[config.mk]
export PLATFORM = sky130hd
export DESIGN_NAME = mul_div_unit
export DESIGN_NICKNAME = d
export VERILOG_FILES = /design/src/rtl/mul_div_unit.sv
export SDC_FILE = /design/constraint.sdc
export NUM_CORES = 1
export LEC_CHECK = 0
export BUFFER_PORTS_ARGS = -buffer_cell sky130_fd_sc_hd__buf_2
export CAP_MARGIN = 20
export CORE_ASPECT_RATIO = 1.4
export CORE_MARGIN = 5
export CORE_UTILIZATION = 48
export DETAILED_ROUTE_END_ITERATION = 8
export PLACE_DENSITY = 0.67
export SLEW_MARGIN = 15
export SYNTH_ARGS = -nofsm -noshare
export SYNTH_HDL_FRONTEND = slang
export SYNTH_SLANG_ARGS = --single-unit
[constraint.sdc]
create_clock -name clk -period 5.82 [get_ports clk]
set_input_delay 1.746 -clock clk [delete_from_list [all_inputs] [get_ports clk]]
set_output_delay 1.746 -clock clk [all_outputs]
set_load 0.05 [all_outputs]
[src/rtl/mul_div_unit.sv]
// mul_div_unit -- iterative multiply/divide unit owning the MIPS HI/LO pair.
//
// Ports:
//   clk       rising-edge clock
//   reset     asynchronous active-high reset
//   start     request strobe, sampled on the rising edge of clk
//   op        0=NONE 1=MULT 2=MULTU 3=DIV 4=DIVU 5=MTHI 6=MTLO 7=reserved
//   a, b      operands (a is also the MTHI/MTLO source)
//   busy      high while a multiply/divide is in flight
//   done      one-cycle pulse when HI/LO receive a new mul/div result
//   hi, lo    HI/LO registers
//   div_zero  last accepted divide had b == 0
//
// Optional build macro MDU_FAST_MULT_EN: MULT/MULTU use a single-cycle
// product and finish one edge after acceptance. Divides stay iterative.
module mul_div_unit #(
    parameter int BitWidth = 32
) (
    input  logic                clk,
    input  logic                reset,
    input  logic                start,
    input  logic [2:0]          op,
    input  logic [BitWidth-1:0] a,
    input  logic [BitWidth-1:0] b,
    output logic                busy,
    output logic                done,
    output logic [BitWidth-1:0] hi,
    output logic [BitWidth-1:0] lo,
    output logic                div_zero
);

    localparam int CNT_W = $clog2(BitWidth);

    localparam logic [2:0] OP_MULT  = 3'd1;
    localparam logic [2:0] OP_MULTU = 3'd2;
    localparam logic [2:0] OP_DIV   = 3'd3;
    localparam logic [2:0] OP_DIVU  = 3'd4;
    localparam logic [2:0] OP_MTHI  = 3'd5;
    localparam logic [2:0] OP_MTLO  = 3'd6;

    typedef enum logic [1:0] {IDLE, CALC, FIX} state_t;

    function automatic logic [BitWidth-1:0] cond_neg(input logic [BitWidth-1:0] v,
                                                     input logic neg);
        return neg ? (~v + 1'b1) : v;
    endfunction

    function automatic logic [2*BitWidth-1:0] cond_neg2(input logic [2*BitWidth-1:0] v,
                                                        input logic neg);
        return neg ? (~v + 1'b1) : v;
    endfunction

    state_t                  state;
    logic [CNT_W-1:0]        count;
    logic                    is_div;
    logic                    neg_res;
    logic                    neg_rem;
    logic                    b_zero;

    // Working registers: acc holds {partial product, multiplier} for a
    // multiply or {partial remainder, dividend/quotient} for a divide;
    // opnd holds |a| (multiplicand) or |b| (divisor).
    logic [2*BitWidth-1:0]   acc;
    logic [BitWidth-1:0]     opnd;

    logic signed [BitWidth-1:0] a_s, b_s;
    logic                    op_signed, a_neg, b_neg;
    logic [BitWidth-1:0]     a_mag, b_mag;
    logic                    is_mul_req, is_div_req, accept;

    logic [BitWidth:0]       mul_sum;
    logic [2*BitWidth-1:0]   mul_next;
    logic [2*BitWidth:0]     div_shift;
    logic [BitWidth:0]       div_top, div_diff;
    logic                    div_ge;
    logic [2*BitWidth-1:0]   div_next;

    assign a_s        = a;
    assign b_s        = b;
    assign op_signed  = (op == OP_MULT) || (op == OP_DIV);
    assign a_neg      = op_signed && (a_s < 0);
    assign b_neg      = op_signed && (b_s < 0);
    assign a_mag      = cond_neg(a, a_neg);
    assign b_mag      = cond_neg(b, b_neg);
    assign is_mul_req = (op == OP_MULT) || (op == OP_MULTU);
    assign is_div_req = (op == OP_DIV) || (op == OP_DIVU);
    assign accept     = start && (state == IDLE) && (is_mul_req || is_div_req);
    assign busy       = (state != IDLE);

`ifdef MDU_FAST_MULT_EN
    logic [2*BitWidth-1:0]   fast_prod;
    assign fast_prod = {{BitWidth{1'b0}}, a_mag} * {{BitWidth{1'b0}}, b_mag};
`endif

    always_comb begin
        // Shift-add: add multiplicand to the upper half when the current
        // multiplier bit is set, then shift the whole accumulator right.
        mul_sum  = {1'b0, acc[2*BitWidth-1:BitWidth]}
                 + {1'b0, (acc[0] ? opnd : {BitWidth{1'b0}})};
        mul_next = {mul_sum, acc[BitWidth-1:1]};
        // Restoring divide: shift left, trial-subtract the divisor. A zero
        // divisor always "fits", giving an all-ones quotient and rem = a.
        div_shift = {acc, 1'b0};
        div_top   = div_shift[2*BitWidth:BitWidth];
        div_diff  = div_top - {1'b0, opnd};
        div_ge    = (div_top >= {1'b0, opnd});
        div_next  = {(div_ge ? div_diff[BitWidth-1:0] : div_top[BitWidth-1:0]),
                     div_shift[BitWidth-1:1], div_ge};
    end

    // Control and architectural state
    always_ff @(posedge clk or posedge reset) begin
        if (reset) begin
            state    <= IDLE;
            count    <= '0;
            is_div   <= 1'b0;
            neg_res  <= 1'b0;
            neg_rem  <= 1'b0;
            b_zero   <= 1'b0;
            hi       <= '0;
            lo       <= '0;
            done     <= 1'b0;
            div_zero <= 1'b0;
        end else begin
            done <= 1'b0;
            case (state)
                IDLE: begin
                    if (accept) begin
`ifdef MDU_FAST_MULT_EN
                        state <= is_mul_req ? FIX : CALC;
`else
                        state <= CALC;
`endif
                        count    <= CNT_W'(BitWidth - 1);
                        div_zero <= 1'b0;
                        is_div   <= is_div_req;
                        neg_res  <= a_neg ^ b_neg;
                        neg_rem  <= a_neg && is_div_req;
                        b_zero   <= (b == '0);
                    end else if (start && op == OP_MTHI) begin
                        hi <= a;
                    end else if (start && op == OP_MTLO) begin
                        lo <= a;
                    end
                end
                CALC: begin
                    count <= count - 1'b1;
                    if (count == '0) state <= FIX;
                end
                FIX: begin
                    if (is_div) begin
                        lo       <= cond_neg(acc[BitWidth-1:0], neg_res);
                        hi       <= cond_neg(acc[2*BitWidth-1:BitWidth], neg_rem);
                        div_zero <= b_zero;
                    end else begin
                        {hi, lo} <= cond_neg2(acc, neg_res);
                    end
                    done  <= 1'b1;
                    state <= IDLE;
                end
                default: state <= IDLE;
            endcase
        end
    end

    // Datapath registers (no reset; only meaningful while busy)
    always_ff @(posedge clk) begin
        if (accept) begin
            if (is_mul_req) begin
`ifdef MDU_FAST_MULT_EN
                acc <= fast_prod;
`else
                acc <= {{BitWidth{1'b0}}, b_mag};
`endif
                opnd <= a_mag;
            end else begin
                acc  <= {{BitWidth{1'b0}}, a_mag};
                opnd <= b_mag;
            end
        end else if (state == CALC) begin
            acc <= is_div ? div_next : mul_next;
        end
    end

endmodule

==> impl_metrics.yaml <==
status:
  status: "finished clean"
synthesis:
  synth_area_sq_um: 15000
  yosys_most_used_dff: "edfxtp_1"
  postSynthAreaPerCell_sq_um: 8.18
  synth_edf_count: 96
  synth-seq-cells: 173
  ys_warn_count: 0
  ys_types: 79
  ys_seq_area_share_pct: 32.1
  synthArstFlopShare_pct: 44.5
  synth_cells: 1832
  syn_nets: 1974
grt:
  grt_pass1_vias: 14600
  grt_pass1_wl_um: 82400
  grt_max_degree: 71
  antenna_found_initial: 0
  grt_usage_pct: 29.9
  overflow: 0
hold_path:
  min_delay_path_depth: 1
  holdCritPathClass: "reg2reg"
die:
  io_pins: 137
  chipWidth_um: 159
  chipHeight_um: 219
  fp-row-count: 76
  core_area_sq_um: 30800
  die-area_sq_um: 34900
  start_util_pct: 48.6
placed_design:
  gp_congestion: 0.973
  dp_hpwl_um: 40700
  portBuffers: 136
  dpl_cell_area_sq_um: 16000
  dp_cells: 2285
clock_tree:
  h-tree-depth: 4
  cts_buffers: 17
  clock-sinks: 173
  cts_root_buf: "clkbuf_16"
  cts_resized: 0
  postCtsHoldBufs: 0
  clk_pin_slew_ns: 0.07
  cts_tree: "yes"
  insertion_delay_ns: 0.47
  cts_buffer_depth: 2
  postCtsSetupBuffers: 0
timing:
  rsz0062_at_grt: "false"
  setup-tns-final_ns: 0
  maxSlewViolCount: 0
  slew_headroom_pct: 37.3
  max_freq_mhz: 218
  fin_crit_sh_pct: 78.7
  skew_ns: 0.0128
  worst-slew-pin-transition_ns: 0.939
  whs_ns: 0.476
  min_period_ns: 4.58
  finalHoldViolCount: 0
  setup_viol_count_final: 0
power:
  ir_drop_mv: 0.317
  powerDensity_nw_per_um2: 605
  cellLeakagePower_nw: 6.87
worst_setup_path:
  cp_max_fo: 7
  crit_path_end_kind: "flop"
  crit_type: "in2reg"
  arrival_ns: 4.75
  reg2reg_depth: 12
  cp-start-kind: "input pin"
  cp_data_required_time_ns: 5.99
finish:
  num_antenna_cells: 0
  final_cell_count_no_fill: 2317
  area_growth_pct: 10.6
  multiInputGateArea_sq_um: 9580
  drive_above_1_share_pct: 11.9
  register_area_sq_um: 4810
  fillers: 3005
  layout.nets: 2056
  design_area_sq_um: 16600
detailed_routing:
  drt_first_pass_iters: 6
  ant_nets: 0
  wl_per_cell_um: 23.1
  vias: 14800
  drt_iter0_drc: 1347
  viasPerCell: 6.38
  drc: 0
  wirelength_um: 53500
flow_run:
  maxCapViolCount: 0
==> critical path, stage by stage <==
cell	delay, ns
buf_2	0.13
or4_1	0.60
nor4_1	0.66
nand3_1	0.49
o41ai_1	0.54
xor2_1	0.24
nand2_1	0.08
o211ai_1	0.12
o21ai_0	0.14
==> logic make-up (layout without fill, tap and decap cells) <==
logic type / Yosys count / count (layout) / synth area share, %
AO/OA/AOI/OAI: 566 / 566 / 23.8
XOR/XNOR: 170 / 170 / 9.94
adder cells (fa/ha/maj): 72 / 72 / 6.11
buffers and inverters: 162 / 257 / 4.18
flip-flops: 173 / 173 / 32.1
multiplexers: 63 / 63 / 4.23
AND/OR/NAND/NOR: 626 / 626 / 19.6
==> cell usage in the layout (no fill, tap or decap), drive strengths merged, types with 17 or more instances in the layout <==
cell type  synthesis  final
a21o              36     36
a21oi            174    174
a31oi             24     24
buf               11    164
clkbuf            90     21
dfrtp             77     77
edfxtp            96     96
ha                70     70
inv               60     67
mux2i             60     60
nand2            202    202
nand2b            17     17
nand3             39     39
nand4             19     19
nor2             187    187
nor3              45     45
nor4              17     17
o211ai            18     18
o21ai            141    141
o22ai             17     17
o31ai             23     23
or3               19     19
xnor2             90     90
xor2              80     80
==> area by class of cell <==
type / instances / share of cell area [%]
multi-input cells: 1497 / 57.8
flip-flops and latches: 173 / 29.1
repair buffers: 164 / 5.45
well taps: 390 / 2.95
clock buffers: 21 / 2.87
inverters: 61 / 1.39
clock inverters: 11 / 0.476
==> where the power goes <==
part	leakage (nW)	total (mW)	switching [mW]	internal (mW)
logic	4.74	6.09	3.88	2.21
clock network	0.282	1.13	0.539	0.592
registers	1.85	2.81	0.781	2.03
total	6.87	10.0	5.20	4.83
==> per-stage QoR <==
| stage | utilization, % | setup slack [ns] | total power, mW |
|---|---|---|---|
| 2_1_floorplan | - | 1.71 | 7.09 |
| 3_3_place_gp | 51.9 | 0.941 | 8.71 |
| 3_5_place_dp | 52.0 | 0.892 | 8.79 |
| 4_1_cts | 53.8 | 1.32 | 9.95 |
| 5_1_grt | 53.8 | 0.950 | 10.7 |
| 6_report | 53.8 | 1.24 | 10.0 |
==> registers in the layout, indices dropped and copies added, names as in the netlist <==
| name | flops |
|---|---|
| acc | 64 |
| b_zero | 1 |
| count | 5 |
| div_zero | 1 |
| done | 1 |
| hi | 32 |
| is_div | 1 |
| lo | 32 |
| neg_rem | 1 |
| neg_res | 1 |
| opnd | 32 |
| state | 2 |
==> layer usage <==
| layer | global-route usage, % | up-vias | wire length [um] |
|---|---|---|---|
| met5 | 0 | - | 0 |
| li1 | - | 6898 | - |
| met1 | 36.1 | 7012 | 20800 |
| met2 | 51.8 | 711 | 26200 |
| met3 | 4.19 | 168 | 3640 |
| met4 | 15.6 | 0 | 2910 |
==> synthesized netlist by cell type, types with 5 or more instances <==
cell type  count  share of area (%)
o22ai_1       17               0.71
nor3_1        45                1.5
buf_1          8               0.20
o221ai_1       5               0.29
xor2_1        80                4.7
a21oi_1      174                5.8
o21bai_1       8               0.40
a41oi_1        7               0.41
nand2_1      202                5.1
mux2i_1       60                4.0
nor2b_1       12               0.50
and2_1        10               0.42
nand2b_1      17               0.71
nor4_1        17               0.71
and3_1        11               0.46
a211oi_1      15               0.75
o41ai_1       14               0.82
o211ai_1      18               0.90
edfxtp_1      96                 19
nand4_1       19               0.79
dfrtp_1       77                 13
o2111ai_1      6               0.35
a22oi_1       11               0.55
a21o_1        36                1.8
nor2_1       187                4.7
a221oi_1       7               0.41
a311oi_1      10               0.58
or4_1         13               0.65
clkbuf_1      90                2.3
inv_1         60                1.5
ha_1          70                5.8
o21a_1        14               0.70
nand3_1       39                1.3
o31ai_1       21                1.1
a31oi_1       24                1.0
o21ai_0      140                4.7
or2_2          7               0.29
xnor2_1       90                5.3
or3_1         19               0.79
==> final timing paths <==
path	start	to	slack (ns)
setup / recovery	a[4]	acc[20]	1.24
hold / removal	lo[28]	lo[28]	0.48
setup reg to reg	acc[0]	acc[61]	1.82
hold reg to reg	lo[28]	lo[28]	0.48
max in group asynchronous	reset	done	3.43
min in group asynchronous	reset	b_zero	1.46
Note: power is estimated with default switching activity, not from simulation.
